## config.mk

```make
export PLATFORM = sky130hd
export DESIGN_NAME = fpdiv_iter
export DESIGN_NICKNAME = d
export VERILOG_FILES = /design/src/rtl/fpdiv_pkg.sv /design/src/rtl/fpdiv_restoring_core.sv /design/src/rtl/fpdiv_iter.sv
export SDC_FILE = /design/constraint.sdc
export NUM_CORES = 1
export LEC_CHECK = 0
export ABC_AREA = 1
export BUFFER_PORTS_ARGS = -buffer_cell sky130_fd_sc_hd__buf_2
export CORE_MARGIN = 4
export CORE_UTILIZATION = 40
export CTS_CLUSTER_DIAMETER = 200
export DETAILED_ROUTE_END_ITERATION = 10
export PLACE_DENSITY = 0.55
export SYNTH_ARGS = -nofsm -noshare
export SYNTH_HDL_FRONTEND = slang
export SYNTH_SLANG_ARGS = --single-unit
```

## constraint.sdc

```tcl
create_clock -name CLOCK -period 4.3 [get_ports CLOCK]
set_input_delay 0.86 -clock CLOCK [delete_from_list [all_inputs] [get_ports CLOCK]]
set_output_delay 0.86 -clock CLOCK [all_outputs]
set_load 0.05 [all_outputs]
```

## src/rtl/fpdiv_pkg.sv

```systemverilog
// ============================================================================
// Module      : fpdiv_pkg
// Description : Shared exception codes, FSM encoding and format helpers for
//               the iterative floating-point divider.
// Revision    : 1.0 - initial release
// ============================================================================
`default_nettype none

package fpdiv_pkg;

    localparam logic [1:0] EXC_NONE    = 2'b00;
    localparam logic [1:0] EXC_INVALID = 2'b01;
    localparam logic [1:0] EXC_OVF     = 2'b10;
    localparam logic [1:0] EXC_UNF     = 2'b11;

    typedef enum logic [1:0] {
        ST_IDLE   = 2'd0,
        ST_DIVIDE = 2'd1,
        ST_NORM   = 2'd2,
        ST_FINISH = 2'd3
    } state_t;

    function automatic int fpdiv_bias(input int exp_w);
        return (1 << (exp_w - 1)) - 1;
    endfunction

    // Wide enough for any practical format; callers truncate to their word width.
    function automatic logic [127:0] fpdiv_qnan(input int exp_w, input int man_w);
        logic [127:0] v;
        v = ((128'd1 << exp_w) - 128'd1) << man_w;
        v = v | (128'd1 << (man_w - 1));
        return v;
    endfunction

endpackage

`default_nettype wire

```

## src/rtl/fpdiv_restoring_core.sv

```systemverilog
// ============================================================================
// Module      : fpdiv_restoring_core
// Description : Bit-serial restoring divider for normalised mantissas,
//               one quotient bit per cycle, MAN_W+2 bits in total.
// Revision    : 1.0 - initial release
// ============================================================================
`default_nettype none

module fpdiv_restoring_core #(
    parameter int MAN_W = 23
) (
    input  logic             CLOCK,
    input  logic             RESET,
    input  logic             load,
    input  logic [MAN_W:0]   dividend,
    input  logic [MAN_W:0]   divisor,
    output logic             busy,
    output logic [MAN_W+1:0] quotient
);

    localparam int c_cw = $clog2(MAN_W + 3);

    logic [MAN_W+1:0] r_rem;
    logic [MAN_W:0]   r_div;
    logic [MAN_W+1:0] r_q;
    logic [c_cw-1:0]  r_cnt;

    logic [MAN_W+1:0] w_rem_in;
    logic [MAN_W:0]   w_div_in;
    logic             w_ge;
    logic [MAN_W+1:0] w_diff;
    logic [MAN_W+1:0] w_rem_nxt;

    // The load cycle already produces the first quotient bit, so the core
    // finishes one cycle before the controller leaves its divide state.
    assign w_rem_in  = load ? {1'b0, dividend} : r_rem;
    assign w_div_in  = load ? divisor : r_div;
    assign w_ge      = (w_rem_in >= {1'b0, w_div_in});
    assign w_diff    = w_ge ? (w_rem_in - {1'b0, w_div_in}) : w_rem_in;
    assign w_rem_nxt = w_diff << 1;

    always_ff @(posedge CLOCK or negedge RESET) begin
        if (!RESET) begin
            r_rem <= '0;
            r_div <= '0;
            r_q   <= '0;
            r_cnt <= '0;
        end else if (load) begin
            r_rem <= w_rem_nxt;
            r_div <= divisor;
            r_q   <= {{(MAN_W+1){1'b0}}, w_ge};
            r_cnt <= c_cw'(MAN_W + 1);
        end else if (r_cnt != '0) begin
            r_rem <= w_rem_nxt;
            r_q   <= {r_q[MAN_W:0], w_ge};
            r_cnt <= r_cnt - 1'b1;
        end
    end

    assign busy     = (r_cnt != '0);
    assign quotient = r_q;

endmodule

`default_nettype wire

```

## src/rtl/fpdiv_iter.sv

```systemverilog
// ============================================================================
// Module      : fpdiv_iter
// Description : Multi-cycle IEEE-754-style divider with START/BUSY/DONE
//               handshake, special-operand handling and exception codes.
// Revision    : 1.0 - initial release
// ============================================================================
`default_nettype none

module fpdiv_iter
    import fpdiv_pkg::*;
#(
    parameter int EXP_W = 8,
    parameter int MAN_W = 23
) (
    input  logic                   CLOCK,
    input  logic                   RESET,
    input  logic                   START,
    input  logic [EXP_W+MAN_W:0]   InputA,
    input  logic [EXP_W+MAN_W:0]   InputB,
    output logic [EXP_W+MAN_W:0]   AbyB,
    output logic                   BUSY,
    output logic                   DONE,
    output logic [1:0]             EXCEPTION
);

    localparam int c_w  = 1 + EXP_W + MAN_W;
    localparam int c_ew = EXP_W + 2;
    localparam logic [c_w-1:0]         c_qnan    = c_w'(fpdiv_qnan(EXP_W, MAN_W));
    localparam logic signed [c_ew-1:0] c_bias    = c_ew'(fpdiv_bias(EXP_W));
    localparam logic signed [c_ew-1:0] c_exp_max = c_ew'((1 << EXP_W) - 1);

    state_t                  r_state;
    logic [c_w-1:0]          r_abyb;
    logic [1:0]              r_exc;
    logic                    r_busy;
    logic                    r_done;
    logic                    r_sign;
    logic signed [c_ew-1:0]  r_exp;

    logic                    w_sa, w_sb, w_sign;
    logic [EXP_W-1:0]        w_ea, w_eb;
    logic [MAN_W-1:0]        w_fa, w_fb;
    logic                    w_a_zero, w_a_inf, w_a_nan;
    logic                    w_b_zero, w_b_inf, w_b_nan;
    logic                    w_accept, w_load;
    logic                    w_special;
    logic [c_w-1:0]          w_spec_res;
    logic [1:0]              w_spec_exc;
    logic signed [c_ew-1:0]  w_exp_base;
    logic                    w_core_busy;
    logic [MAN_W+1:0]        w_q;
    logic                    w_lead;
    logic [MAN_W-1:0]        w_frac;
    logic signed [c_ew-1:0]  w_exp_fin;
    logic [c_w-1:0]          w_norm_res;
    logic [1:0]              w_norm_exc;

    assign {w_sa, w_ea, w_fa} = InputA;
    assign {w_sb, w_eb, w_fb} = InputB;
    assign w_sign = w_sa ^ w_sb;

    // Subnormals are flushed to zero by classifying on the exponent alone.
    assign w_a_zero = (w_ea == '0);
    assign w_a_inf  = (w_ea == '1) && (w_fa == '0);
    assign w_a_nan  = (w_ea == '1) && (w_fa != '0);
    assign w_b_zero = (w_eb == '0);
    assign w_b_inf  = (w_eb == '1) && (w_fb == '0);
    assign w_b_nan  = (w_eb == '1) && (w_fb != '0);

    assign w_accept = START && ((r_state == ST_IDLE) || (r_state == ST_FINISH));
    assign w_load   = w_accept && !w_special;

    always_comb begin
        w_special  = 1'b1;
        w_spec_res = '0;
        w_spec_exc = EXC_NONE;
        if (w_a_nan || w_b_nan || (w_a_zero && w_b_zero) || (w_a_inf && w_b_inf)) begin
            w_spec_res = c_qnan;
            w_spec_exc = EXC_INVALID;
        end else if (w_a_inf) begin
            w_spec_res = {w_sign, {EXP_W{1'b1}}, {MAN_W{1'b0}}};
        end else if (w_b_zero) begin
            w_spec_res = {w_sign, {EXP_W{1'b1}}, {MAN_W{1'b0}}};
            w_spec_exc = EXC_INVALID;
        end else if (w_b_inf || w_a_zero) begin
            w_spec_res = {w_sign, {(EXP_W+MAN_W){1'b0}}};
        end else begin
            w_special = 1'b0;
        end
    end

    assign w_exp_base = $signed({2'b00, w_ea}) - $signed({2'b00, w_eb}) + c_bias;

    fpdiv_restoring_core #(
        .MAN_W (MAN_W)
    ) u_core (
        .CLOCK    (CLOCK),
        .RESET    (RESET),
        .load     (w_load),
        .dividend ({1'b1, w_fa}),
        .divisor  ({1'b1, w_fb}),
        .busy     (w_core_busy),
        .quotient (w_q)
    );

    // A quotient below 1.0 has its leading one one place lower.
    assign w_lead    = w_q[MAN_W+1];
    assign w_frac    = w_lead ? w_q[MAN_W:1] : w_q[MAN_W-1:0];
    assign w_exp_fin = r_exp - $signed({{(c_ew-1){1'b0}}, ~w_lead});

    always_comb begin
        w_norm_res = {r_sign, w_exp_fin[EXP_W-1:0], w_frac};
        w_norm_exc = EXC_NONE;
        if (w_exp_fin >= c_exp_max) begin
            w_norm_res = {r_sign, {EXP_W{1'b1}}, {MAN_W{1'b0}}};
            w_norm_exc = EXC_OVF;
        end else if (w_exp_fin <= 0) begin
            w_norm_res = {r_sign, {(EXP_W+MAN_W){1'b0}}};
            w_norm_exc = EXC_UNF;
        end
    end

    always_ff @(posedge CLOCK or negedge RESET) begin
        if (!RESET) begin
            r_state <= ST_IDLE;
            r_abyb  <= '0;
            r_exc   <= EXC_NONE;
            r_busy  <= 1'b0;
            r_done  <= 1'b0;
            r_sign  <= 1'b0;
            r_exp   <= '0;
        end else begin
            case (r_state)
                ST_IDLE, ST_FINISH: begin
                    if (w_accept && w_special) begin
                        r_state <= ST_FINISH;
                        r_abyb  <= w_spec_res;
                        r_exc   <= w_spec_exc;
                        r_busy  <= 1'b0;
                        r_done  <= 1'b1;
                    end else if (w_accept) begin
                        r_state <= ST_DIVIDE;
                        r_sign  <= w_sign;
                        r_exp   <= w_exp_base;
                        r_busy  <= 1'b1;
                        r_done  <= 1'b0;
                    end else begin
                        r_state <= ST_IDLE;
                        r_busy  <= 1'b0;
                        r_done  <= 1'b0;
                    end
                end
                ST_DIVIDE: begin
                    if (!w_core_busy) begin
                        r_state <= ST_NORM;
                    end
                end
                ST_NORM: begin
                    r_state <= ST_FINISH;
                    r_abyb  <= w_norm_res;
                    r_exc   <= w_norm_exc;
                    r_busy  <= 1'b0;
                    r_done  <= 1'b1;
                end
                default: begin
                    r_state <= ST_IDLE;
                    r_busy  <= 1'b0;
                    r_done  <= 1'b0;
                end
            endcase
        end
    end

    assign AbyB      = r_abyb;
    assign EXCEPTION = r_exc;
    assign BUSY      = r_busy;
    assign DONE      = r_done;

endmodule

`default_nettype wire

```

* Word level (Yosys, flattened, before mapping) *
Index checks and enable logic that the tools add are counted.

storage, ports and cells
  register bits = 128
  input bits = 67
  output and inout port bits = 36

cells by class
  bitwise operators = 3
  $add $sub $neg = 5
  reductions and logical operators = 28
  equal/unequal tests = 7
  order comparisons = 3
  multiplexer cells = 38

operator list
  cell                    count
  $mux W32                5
  $mux W25                5
  $pmux W32 S2            1
  $mux W31                2
  $mux W24                2
  $logic_not A23 Y1       2
  $reduce_bool A23 Y1     2
  $ge A25 B24 Y1          1
  $sub A24 B24 Y24        1
  $mux W23                1
  $eq A8 B8 Y1 const B    2
  $logic_not A8 Y1        2
  $mux W1                 11
  $add A9 B8 Y10 const B  1
  $ge A10 B9 Y1 const B   1
  $le A10 B1 Y1 const B   1
  $mux W2                 5
  $mux W5                 2
  $sub A10 B2 Y10         1
  $logic_and A1 B1 Y1     9
  $sub A8 B8 Y9           1
  $pmux W2 S3             1
  $logic_or A1 B1 Y1      5
  $reduce_bool A5 Y1      1
  14 further kinds        19

* Logic depth before layout (Yosys ltp) *
  word-level depth = 14
  gate-level depth with buffers = 30

* By module *
Synthesis repeated with hierarchy kept, for this count alone.

second synthesis, totals
  cell total of the unflattened synthesis = 1,428
  area total of the unflattened synthesis = 9,552.9 um^2

modules (own cells, without submodules)
  module                cells each  seq. area each (um^2)  instances  area an instance (um^2)
  fpdiv_restoring_core  839         1,951.9                1          5,634.2
  fpdiv_iter            589         1,226.2                1          3,918.8

* Worst setup path before layout *
No wires, ideal clock.

  path kind = in2reg
  start = input port InputA[6]
  end = register u_core.r_rem[19]
  cell stages on the path = 29
  path buffers = 3
  path slack = 0.487 ns
  library setup time = 0.117 ns
  arrival time = 3.696 ns
  cell sequence = nor2_1 -> nand2_1 -> nor2_1 -> nand3_1 -> nand2_1 -> nand3_2 -> nor2_4 -> nand3_4 -> inv_2 -> buf_6 -> buf_6 -> buf_6 -> nand2_1 -> nand2_1 -> ha_1 -> inv_1 -> fa_1 -> nand2_1 -> nand2_1 -> nand2_1 -> nand3_1 -> nand2_1 -> nand2_1 -> nand2_1 -> nand2_1 -> xnor2_1 -> nand2_1 -> nand3_1 -> nand2_1

between the ends
  word-level cells in the longest chain between the ends = 13

RTL lines
  element                                             RTL line                                                source
  start, declared                                     fpdiv_iter.sv:18                                        input logic [EXP_W+MAN_W:0] InputA,
  $reduce_bool A23 Y1                                 fpdiv_iter.sv:65                                        assign w_a_nan = (w_ea == '1) && (w_fa != '0);
  $logic_and A1 B1 Y1                                 fpdiv_iter.sv:65
  $logic_or A1 B1 Y1 (3 in a row)                     fpdiv_iter.sv:77                                        if (w_a_nan || w_b_nan || (w_a_zero && w_b_zero) || (w_a_inf && w_b_inf)) begin
  $mux W1 *                                           fpdiv_iter.sv:77
  $logic_not A1 Y1 *                                  fpdiv_iter.sv:71                                        assign w_load = w_accept && !w_special;
  $logic_and A1 B1 Y1 *                               fpdiv_iter.sv:71
  $mux W24 *                                          --
  net u_core.w_div_in[0]                              fpdiv_restoring_core.sv:29                              logic [MAN_W:0] w_div_in;
  $sub A24 B24 Y24 or $ge A25 B24 Y1 (tied branches)  fpdiv_restoring_core.sv:39, fpdiv_restoring_core.sv:38
  $mux W24 *                                          fpdiv_restoring_core.sv:39                              assign w_diff = w_ge ? (w_rem_in - {1'b0, w_div_in}) : w_rem_in;
  $mux W25                                            fpdiv_restoring_core.sv:53                              end else if (r_cnt != '0) begin
  $mux W25 *                                          fpdiv_restoring_core.sv:48                              end else if (load) begin
  end signal, assigned                                fpdiv_restoring_core.sv:49                              r_rem <= w_rem_nxt;
  end signal, assigned                                fpdiv_restoring_core.sv:54                              r_rem <= w_rem_nxt;
  end, declared                                       fpdiv_restoring_core.sv:23                              logic [MAN_W+1:0] r_rem;

The timed path passes the listed nets; every way through them passes the cells marked *. The select of a mux whose other input is x is not followed.
A chain may end at the register's enable or synchronous reset.

* Worst setup path after layout *
  start = input port InputA[0]
  end = register u_core.r_rem[21]

The elaborated chain is that of the path after synthesis.

==> summary.md <==
| Metric | Value |
|---|---|
| CTS tree | `yes` |
| Power per cell area | `1030 nW/um2` |
| Max-cap check violation count | `0` |
| Post-route DRC violation count | `0` |
| FF-to-FF End | `u_core.r_rem[21]` |
| Top Ports | `just over 100` |
| Tot GR Track Use | `20.2%` |
| Hold Path Class | `in -> async` |
| Hold-fix buffers, CTS | `0` |
| Drt initial violations | `around 500` |
| # Post-CTS Setup Buffers | `0` |
| FF+latch count, synth | `127` |
| Skew-Pair Late Insertion Delay | `0.43 ns` |
| Post-Route WL | `24.1 mm` |
| CTS buffer count | `17` |
| Setup WS post-layout | `0.267 ns` |
| DRT Pass-1 Iters | `6` |
| H-tree levels | `4` |
| Chip height | `approximately 160 um` |
| Post-synthesis cell type count | `45` |
| RSZ-0062 raised after global routing | `yes` |
| Syn_area_per_cell | `about 7 um2` |
| ANT nets after route | `0` |
| Critical Path Sink Type | `register` |
| Synth top area cells | `dfrtp_1 36%, nand2_1 13%, inv_1 8.7%` |
| Leading area contributor after synthesis | `dfrtp_1` |
| Gate Count Post-Synth | `1,255` |
| First-pass GRT wire length | `40.1 mm` |
| Tcrit/Tclk final | `93.8%` |
| # port buffers | `102` |
| Final Slew Violations | `0` |
| R2r startpoint | `r_state[0]` |
| Slowest-stage cell, CP | `fa_1` |
| Vias in the first global route | `8,159` |
| Die ar. | `24,600 um2` |
| Final Wtd Congestion | `0.886` |
| Inserted Diodes | `0` |
| CP required | `~4.7 ns` |
| Final min period | `4.03 ns` |
| Cell family with most CP delay | `simple AND/OR/NAND/NOR gates` |
| Wirelength per Cell | `13.6 um` |
| Clk slew on worst S/H paths | `around 0.070 ns` |
| Clock tree buffer depth | `2` |
| Grt ovf | `0` |
| VDD IR max | `386 uV` |
| Critical Path Fanout Max | `11` |
| Synth Cell Area | `just under 9000 um2` |
| Syn nets | `1,363` |
| Critical path startpoint category | `primary input` |
| Final-layout fill cell count | `approximately 2,200` |
| Vias/cell | `4.80` |
| Post-cts resize count | `0` |
| Max_slew headroom | `37.6%` |
| F_max | `248 MHz` |
| CP peak stage delay | `0.41 ns` |
| Lkg Pwr | `around 6.1 nW` |
| Chip width | `157 um` |
| Initial Util | `40.6%` |
| Crit path buf inv count | `5` |
| Storage cell area | `3180 um2` |
| Worst reg2reg path depth | `26` |
| Vias | `8,475` |
| Worst R2R Setup Slack | `~0.7 ns` |
| Antenna violations before repair | `0` |
| Setup TNS | `0 ns` |
| Final Core Density | `approximately half` |
| Final setup viols | `0` |
| Sink Count | `127` |
| Most used cell, CP | `nand2_1` |
| Synth warn | `0` |
| CP arrival | `approximately 4.4 ns` |
| Post-DP HPWL | `18.0 mm` |
| Multi-input gate area | `around 4600 um2` |
| Top-area cell type share of the netlist area | `between 30% and 40%` |
| Pre-CTS setup slack | `-0.136 ns` |
| Worst Skew | `0.0207 ns` |
| Standard-cell rows | `54` |
| Final Net Count | `around 1,600` |
| Slew @ Worst Pin | `approximately 0.93 ns` |
| Layout cells sized above 1 | `23.5%` |
| Status | `finished, final reports clean` |
| Area growth syn-to-layout | `26.8%` |
| Final Hold Viols | `0` |
| Largest net degree at the start of global routing | `84` |
| Core Area | `21,800 um2` |
| Sequential share of the synthesized area | `35.9%` |
| Kind of critical path | `in -> reg` |
| Root Buffer | `clkbuf_16` |
-- cell usage after synthesis, drive strengths merged --
cell type and n:
o211ai 1, xor2 20, nand4 34, a21o 3, nor2 136, nor3 8
a31oi 28, inv 214, or2 27, nand2 312, o21bai 1, nor4 5
o21ai 72, a22oi 2, a21oi 68, xnor2 19, dfrtp 127, a31o 1
a22o 1, o311ai 1, fa 2, ha 39, nand3b 4, o22ai 1
buf 35, nand3 81, o21a 1, clkbuf 12
-- worst reg2reg max path: stages, from the launching register on --
cell	delay (ns)
dfrtp_1	0.38
inv_1	0.06
ha_1	0.31
nand2_1	0.08
inv_1	0.12
nand3_4	0.11
inv_2	0.14
buf_4	0.21
buf_4	0.15
nand2_1	0.05
nand2_1	0.07
ha_1	0.15
inv_1	0.06
fa_1	0.41
nand2_1	0.11
nand2_1	0.11
nand2_1	0.08
nand3_1	0.18
nand2_1	0.12
nand2_1	0.11
nand3b_1	0.14
nand3_1	0.08
nand2_1	0.06
nand2_1	0.04
nand2_1	0.06
nand3_1	0.08
nand2_1	0.07
-- registers in the layout, indices dropped and copies added, names as in the netlist, 2 cells and up --
register	count
u_core.r_cnt	5
r_state	2
u_core.quotient	25
r_exp	10
u_core.r_rem	24
AbyB	32
u_core.r_div	24
EXCEPTION	2
-- report_power, final --
part / switching [W] / internal, W / total (W)
Sequential: 0.000238 / 0.00171 / 0.00195
Combinational: 0.00455 / 0.00351 / 0.00806
Clock: 0.000636 / 0.000887 / 0.00152
-- stage by stage --
| stage | std cells | hold WS [ns] | power, W | cell area (um2) |
|---|---|---|---|---|
| finish | 1767 | 0.445 | 0.0115 | 11200 |
| global route | 1767 | 0.493 | 0.0127 | 11200 |
| CTS | 1767 | 0.472 | 0.0116 | 11200 |
| detailed placement | 1735 | 0.454 | 0.00999 | 10600 |
| global placement | 1735 | 0.448 | 0.00993 | 10600 |
| floorplan | 1255 | 0.429 | 0.00715 | 8840 |
-- per-layer routing --
layer	wire length [um]	track usage, %	up-vias
met5	0	0	-
li1	-	-	4429
met4	399	4.96	0
met2	11500	34.2	159
met1	11200	26.8	3861
met3	948	3.71	26
-- final cells by class --
class / count / share of cell area [%]
well taps: 280 / 3.12
inverters: 214 / 7.16
flip-flops and latches: 127 / 28.3
multi-input cells: 867 / 40.9
clock buffers: 17 / 3.79
clock inverters: 15 / 1.65
repair buffers: 247 / 15.1
-- cells in the final DEF, fill, tap and decap left out, types with 23 or more instances in the layout --
| cell | count |
|---|---|
| buf_4 | 139 |
| buf_2 | 101 |
| nand3_1 | 78 |
| nor2_1 | 130 |
| or2_2 | 23 |
| inv_1 | 206 |
| dfrtp_1 | 127 |
| ha_1 | 39 |
| a31oi_1 | 28 |
| nand2_1 | 309 |
| o21ai_0 | 35 |
| a21oi_1 | 66 |
| nand4_1 | 32 |
-- cell families (layout without fill, tap and decap cells) --
| kind of cell | Yosys count | after routing | share of synthesized area (%) |
|---|---|---|---|
| compound gates | 180 | 180 | 12.1 |
| buf+inv | 261 | 493 | 12.2 |
| flops | 127 | 127 | 35.9 |
| simple gates | 607 | 607 | 30.0 |
| fa+ha+maj | 41 | 41 | 5.97 |
| xor+xnor | 39 | 39 | 3.86 |
-- how the worst max path moves through the flow --
| stage | depth (start not counted) | to | from | slack, ns |
|---|---|---|---|---|
| after floorplan | 29 | u_core.r_rem[19] | InputA[6] | 0.49 |
| after global placement | 24 | u_core.r_rem[10] | InputB[18] | -0.15 |
| final | 30 | u_core.r_rem[21] | InputA[0] | 0.27 |
| after global routing | 24 | u_core.r_rem[11] | InputB[8] | -0.02 |
| after detailed placement | 25 | u_core.r_rem[22] | InputB[18] | -0.14 |
| after CTS | 25 | u_core.r_rem[22] | InputB[18] | 0.30 |
(Power assumes the default switching activity.)
